File: config.mk
export PLATFORM = sky130hd
export DESIGN_NAME = ipsxe_floating_point_norm_round_double_v1_0
export DESIGN_NICKNAME = d
export VERILOG_FILES = /design/src/rtl/ipsxe_floating_point_norm_round_double_v1_0.sv
export SDC_FILE = /design/constraint.sdc
export NUM_CORES = 1
export LEC_CHECK = 0
export CAP_MARGIN = 20
export CORE_AREA = 4 4 135 137
export DETAILED_ROUTE_END_ITERATION = 7
export DIE_AREA = 0 0 139 141
export GPL_ROUTABILITY_DRIVEN = 0
export PLACE_DENSITY = 0.89
export SLEW_MARGIN = 20
export SYNTH_ARGS = -nofsm -noshare
export SYNTH_HDL_FRONTEND = slang
export SYNTH_SLANG_ARGS = --single-unit
File: constraint.sdc
create_clock -name i_clk -period 5.3 [get_ports i_clk]
set_input_delay 0.795 -clock i_clk [delete_from_list [all_inputs] [get_ports i_clk]]
set_output_delay 0.795 -clock i_clk [all_outputs]
set_load 0.05 [all_outputs]
File: src/rtl/ipsxe_floating_point_norm_round_double_v1_0.sv
// Normalise-and-round stage after the FMA adder: leading-one detect, normalise,
// round-to-nearest-even, then flush-to-zero / saturate-to-infinity. 3-stage pipeline.
module ipsxe_floating_point_norm_round_double_v1_0 #(
    parameter int EXP_WIDTH = 8,
    parameter int MAN_WIDTH = 23,
    parameter int W_USER    = 1
) (
    input  logic                                 i_clk,
    input  logic                                 i_rst,
    input  logic                                 i_aclken,
    input  logic                                 i_valid,
    input  logic [2*(MAN_WIDTH+1)+EXP_WIDTH+2:0] i_add_out,
    input  logic [W_USER-1:0]                    i_user,
    output logic                                 o_valid,
    output logic [EXP_WIDTH+MAN_WIDTH:0]         o_result,
    output logic [W_USER-1:0]                    o_user,
    output logic                                 o_overflow,
    output logic                                 o_underflow,
    output logic                                 o_inexact
);
    localparam int SW   = 2*(MAN_WIDTH+1)+1;
    localparam int RW   = 1+EXP_WIDTH+MAN_WIDTH;
    localparam int PW   = $clog2(SW);
    localparam int EPW  = EXP_WIDTH+3;
    localparam int BIAS = (2**(EXP_WIDTH-1))-1;
    localparam logic signed [EPW-1:0] E_MAX  = EPW'((2**EXP_WIDTH)-1);
    localparam logic signed [EPW-1:0] E_ZERO = '0;

    // ---------------- stage 1: leading-one detect ----------------
    logic [PW-1:0] p_d;
    logic          zero_d;

    always_comb begin
        p_d = '0;
        for (int i = 0; i < SW; i++) begin
            if (i_add_out[i]) p_d = PW'(i);
        end
    end
    assign zero_d = (i_add_out[SW-1:0] == '0);

    logic                 s1_valid_q;
    logic [W_USER-1:0]    s1_user_q;
    logic                 s1_sign_q;
    logic [EXP_WIDTH:0]   s1_exp_q;
    logic [SW-1:0]        s1_abs_q;
    logic [PW-1:0]        s1_p_q;
    logic                 s1_zero_q;

    always_ff @(posedge i_clk or posedge i_rst) begin
        if (i_rst) begin
            s1_valid_q <= 1'b0;
            s1_user_q  <= '0;
            s1_sign_q  <= 1'b0;
            s1_exp_q   <= '0;
            s1_abs_q   <= '0;
            s1_p_q     <= '0;
            s1_zero_q  <= 1'b0;
        end else if (i_aclken) begin
            s1_valid_q <= i_valid;
            s1_user_q  <= i_user;
            s1_sign_q  <= i_add_out[SW+EXP_WIDTH+1];
            s1_exp_q   <= i_add_out[SW +: EXP_WIDTH+1];
            s1_abs_q   <= i_add_out[SW-1:0];
            s1_p_q     <= p_d;
            s1_zero_q  <= zero_d;
        end
    end

    // ---------------- stage 2: normalise, extract G/S, exponent ----------------
    logic [PW-1:0]         shamt;
    logic [SW-1:0]         norm;
    logic signed [EPW-1:0] e_pre_d;
    logic                  zero2_d;

    assign shamt   = PW'(SW-1) - s1_p_q;
    assign norm    = s1_abs_q << shamt;
    // Wide enough for E up to 2^(EXP_WIDTH+1)-1 plus p, and for deep negatives.
    assign e_pre_d = EPW'(s1_exp_q) + EPW'(s1_p_q) - EPW'(BIAS) - EPW'(2*MAN_WIDTH);
    // After normalisation the top bit is clear only for a zero sum.
    assign zero2_d = s1_zero_q | ~norm[SW-1];

    logic                  s2_valid_q;
    logic [W_USER-1:0]     s2_user_q;
    logic                  s2_sign_q;
    logic                  s2_zero_q;
    logic [MAN_WIDTH-1:0]  s2_frac_q;
    logic                  s2_g_q;
    logic                  s2_s_q;
    logic signed [EPW-1:0] s2_e_pre_q;

    always_ff @(posedge i_clk or posedge i_rst) begin
        if (i_rst) begin
            s2_valid_q <= 1'b0;
            s2_user_q  <= '0;
            s2_sign_q  <= 1'b0;
            s2_zero_q  <= 1'b0;
            s2_frac_q  <= '0;
            s2_g_q     <= 1'b0;
            s2_s_q     <= 1'b0;
            s2_e_pre_q <= '0;
        end else if (i_aclken) begin
            s2_valid_q <= s1_valid_q;
            s2_user_q  <= s1_user_q;
            s2_sign_q  <= s1_sign_q;
            s2_zero_q  <= zero2_d;
            s2_frac_q  <= norm[SW-2 -: MAN_WIDTH];
            s2_g_q     <= norm[SW-2-MAN_WIDTH];
            s2_s_q     <= |norm[SW-3-MAN_WIDTH:0];
            s2_e_pre_q <= e_pre_d;
        end
    end

    // ---------------- stage 3: round and classify ----------------
    logic                  round_up;
    logic [MAN_WIDTH:0]    frac_sum;
    logic signed [EPW-1:0] e_post;
    logic [RW-1:0]         result_d;
    logic                  ovf_d;
    logic                  unf_d;
    logic                  inx_d;

    assign round_up = s2_g_q & (s2_s_q | s2_frac_q[0]);
    assign frac_sum = {1'b0, s2_frac_q} + (MAN_WIDTH+1)'(round_up);
    assign e_post   = s2_e_pre_q + EPW'(frac_sum[MAN_WIDTH]);

    always_comb begin
        result_d = {s2_sign_q, e_post[EXP_WIDTH-1:0], frac_sum[MAN_WIDTH-1:0]};
        ovf_d    = 1'b0;
        unf_d    = 1'b0;
        inx_d    = s2_g_q | s2_s_q;
        if (s2_zero_q) begin
            result_d = '0;
            inx_d    = 1'b0;
        end else if (e_post >= E_MAX) begin
            result_d = {s2_sign_q, {EXP_WIDTH{1'b1}}, {MAN_WIDTH{1'b0}}};
            ovf_d    = 1'b1;
            inx_d    = 1'b1;
        end else if (e_post <= E_ZERO) begin
            result_d = {s2_sign_q, {(RW-1){1'b0}}};
            unf_d    = 1'b1;
            inx_d    = 1'b1;
        end
    end

    logic              out_valid_q;
    logic [RW-1:0]     out_result_q;
    logic [W_USER-1:0] out_user_q;
    logic              out_ovf_q;
    logic              out_unf_q;
    logic              out_inx_q;

    always_ff @(posedge i_clk or posedge i_rst) begin
        if (i_rst) begin
            out_valid_q  <= 1'b0;
            out_result_q <= '0;
            out_user_q   <= '0;
            out_ovf_q    <= 1'b0;
            out_unf_q    <= 1'b0;
            out_inx_q    <= 1'b0;
        end else if (i_aclken) begin
            out_valid_q  <= s2_valid_q;
            out_result_q <= result_d;
            out_user_q   <= s2_user_q;
            out_ovf_q    <= ovf_d;
            out_unf_q    <= unf_d;
            out_inx_q    <= inx_d;
        end
    end

    assign o_valid     = out_valid_q;
    assign o_result    = out_result_q;
    assign o_user      = out_user_q;
    assign o_overflow  = out_ovf_q;
    assign o_underflow = out_unf_q;
    assign o_inexact   = out_inx_q;
endmodule

==> flow_summary_export.csv <==
group,metric,value,unit
status,status,"finished clean",
timing,slew-limit-headroom,40.4,%
worst_setup_path,cp_cell_sequence,"and4_1, and3_1, and4_1, and3_1, and3_1, and3_1, and3_1, ha_1, ha_1, and4_4, and3_1, nor3_1, a31o_2, nand2_2, o41ai_2, or3_1, o2bb2ai_1",
grt,grt_pass1_wl,39.6,mm
grt,grt_antenna_before_repair,0,
cts,clk_latency,0.42,ns
timing,rsz0062_at_grt,"false",
layout,final_nets,1109,
layout,layoutNonFillerInstCount,1264,
worst_setup_path,critPathMaxFanout,23,
logic_synthesis,synth_fp_nets,1038,
route,drtIter0Drc,671,
route,dr.pass1.iters,5,
timing,max_freq,0.209,GHz
cts,post-cts-setup-buffer-count,0,
timing,tns,0,ns
worst_setup_path,arrival,5.07,ns
place,dpl_cell_area,10800,um^2
layout,diodes,0,
logic_synthesis,ys_warn_count,0,
logic_synthesis,ys.flop_type,"dfrtp_1",
worst_setup_path,crit_buf_inv,0,
cts,h-tree-depth,4,
place,port_buffers,100,
cts,cts_tree,"yes",
logic_synthesis,ys_types,71,
grt,grt_pass1_vias,7801,
timing,drv_slew,0,
worst_setup_path,crit_path_max_incr_delay,0.65,ns
route,drc,0,
logic_synthesis,synth_top_cell_by_area,"dfrtp_1",
timing,hold_viol,0,
logic_synthesis,async_flop_share,100,%
logic_synthesis,synth_area_leaders,"dfrtp_1 37%, mux2_2 11%, mux4_2 7.9%",
power_and_ir_drop,powerDensity,392,nW/um^2
floorplanning,floorplan.initialDensity,57.1,%
logic_synthesis,synth.avg_cell_area,10.2,um^2
route,wl_per_cell,18.9,um
grt,grt_max_degree,101,
floorplanning,die-area,19600,um^2
layout,syn_to_final_growth,17.8,%
flow_run,cap_violations,0,
logic_synthesis,postSynthCellCount,955,
cts,post_cts_resize_count,0,
cts,clock_sinks,145,
grt,gr-total-overflow,0,
power_and_ir_drop,vdd_drop_max,298,uV
layout,layout_commonest_cell,"dfrtp_1",
cts,clock_path_buffers,2,
timing,worst_pin_slew,0.894,ns
floorplanning,ios,101,
timing,finalSetupViolCount,0,
worst_setup_path,path_delay_family,"simple AND/OR/NAND/NOR gates",
layout,layout-drive-gt1-share,18.7,%
timing,fin_ws,0.506,ns
worst_setup_path,slowest_stage,"or3_1",
layout,fin_area,11500,um^2
worst_setup_path,cpMostUsedCell,"and3_1",
floorplanning,core_area,17100,um^2
route,num_vias,7909,
grt,grtUsageTotal,24.6,%
route,wirelength,23.9,mm
floorplanning,dieWidth,139,um
logic_synthesis,synth_edf_count,0,
place,pre_cts_ws,0.618,ns
min_path,hold_path.class,"reg2reg",
worst_setup_path,critPathLaunchType,"flop",
cts,hold_buffers,0,
cts,clkSlewWorstSetupHoldPaths,0.06,ns
cts,cts_made_buffers,17,
worst_setup_path,cp-end-kind,"flop",
route,vias_per_cell,6.26,
timing,finalCritPeriodShare,90.5,%
worst_setup_path,setup.worst_path.class,"reg2reg",
route,drtAntennaViolNets,0,
floorplanning,die_y,141,um
logic_synthesis,ys_ff_latch,145,
timing,clock_skew,0.0111,ns
place,dp_cells,1232,
logic_synthesis,synth_top_area_share,37.3,%
logic_synthesis,yosysSeqAreaShare,37.3,%
worst_setup_path,cp.required,5.57,ns
place,hpwl,17.4,mm
layout,final_cell_mix,"144 x dfrtp_1, 99 x clkdlybuf4s50_1, 91 x mux2_2",
floorplanning,row_count,48,
power_and_ir_drop,p_leak,4.68,nW
logic_synthesis,netlist_area,9730,um^2
cts,root_buffer,"clkbuf_16",
timing,fin_crit,4.79,ns
==> report_power, final <==
| part | switching (W) | leakage (nW) | internal (W) |
|---|---|---|---|
| Combinational | 0.000975 | 2.59 | 0.000747 |
| Sequential | 0.000225 | 1.78 | 0.00129 |
| Clock | 0.000473 | 0.308 | 0.000782 |
| Total | 0.00167 | 4.68 | 0.00282 |
==> per-stage QoR <==
step	utilization, %	power (W)	hold slack, ns
2_1_floorplan	-	0.00275	0.455
4_1_cts	67.2	0.00447	0.491
3_5_place_dp	63.6	0.00320	0.477
3_3_place_gp	63.6	0.00315	0.472
5_1_grt	67.2	0.00471	0.498
6_report	67.2	0.00449	0.485
==> final cells by class <==
cell class	count	area, um^2
clock buffer	21	470
inverter	37	144
clock inverter	11	153
sequential	145	3630
fill	1275	5590
timing repair buffer	113	1100
multi-input combinational	712	5690
tap	225	282
==> worst reg2reg max path: cells and delay by family, from the launching register on <==
kind                     cells  cell delay, ns
adder cells (fa/ha/maj)      2            0.52
AO/OA/AOI/OAI                3            0.82
flip-flops                   1            0.43
AND/OR/NAND/NOR             12            2.89
==> final timing paths <==
check	start	endpoint	slack, ns	cells past startpoint
worst max-delay path	s2_frac_q[8]$_DFFE_PP0P_	o_result[14]$_DFFE_PP0P_	0.51	17
worst min-delay path	o_result[2]$_DFFE_PP0P_	o_result[2]$_DFFE_PP0P_	0.49	1
worst max register to register	s2_frac_q[8]$_DFFE_PP0P_	o_result[14]$_DFFE_PP0P_	0.51	17
worst min register to register	o_result[2]$_DFFE_PP0P_	o_result[2]$_DFFE_PP0P_	0.49	1
max in group asynchronous	i_rst	s1_abs_q[1]$_DFFE_PP0P_	3.26	3
min in group asynchronous	i_rst	o_valid$_DFFE_PP0P_	0.89	2
==> sequential cells by signal, summed over array words and instances (netlist names) <==
signal,flops
o_inexact,1
o_overflow,1
o_result,32
o_underflow,1
o_user,1
o_valid,1
s1_abs_q,49
s1_exp_q,9
s1_p_q,6
s1_sign_q,1
s1_user_q,1
s1_valid_q,1
s1_zero_q,1
s2_e_pre_q,11
s2_frac_q,23
s2_g_q,1
s2_s_q,1
s2_sign_q,1
s2_user_q,1
s2_valid_q,1
s2_zero_q,1
==> cell usage after synthesis, types with 2 or more instances <==
cell,instances
dfrtp_1,145
mux2_2,91
nor2_1,88
nand2_1,83
a21oi_1,65
mux2i_1,47
o21ai_0,39
o2bb2ai_1,39
inv_1,36
mux4_2,34
clkbuf_1,32
nand3_1,23
xor2_1,21
xnor2_1,19
ha_1,18
nor3_1,17
and3_1,13
buf_2,13
nor4_1,12
a211oi_1,8
buf_4,8
nand4_1,8
o21a_1,7
o21bai_1,6
buf_6,5
o221ai_1,5
a31oi_1,4
a32o_1,4
or3_1,4
a221oi_1,3
buf_1,3
o22ai_1,3
o32a_1,3
o41ai_2,3
a2111oi_0,2
a21o_1,2
a31o_2,2
and4_1,2
mux2_4,2
nand2b_1,2
o2111ai_1,2
o31ai_1,2
o32ai_1,2
==> logic make-up (layout without fill, tap and decap cells) <==
logic type      Yosys count  after routing  share of synthesized area (%)
simple gates            262            262                           12.4
xor+xnor                 43             43                           4.33
compound gates          212            212                           14.9
fa+ha+maj                19             19                           2.52
mux                     176            176                           23.9
flops                   145            145                           37.3
buf+inv                  98            182                           4.64
==> routing by layer <==
metal	vias up	share of wire (%)	wire length [um]	GRT usage [%]
met5	-	0	0	0
met4	0	3.0	720	8.86
met3	61	6.6	1580	4.68
met2	350	48	11400	40.0
met1	3805	43	10200	33.2
li1	3693	-	-	-
No activity file was read; power rests on OpenSTA's default activity.
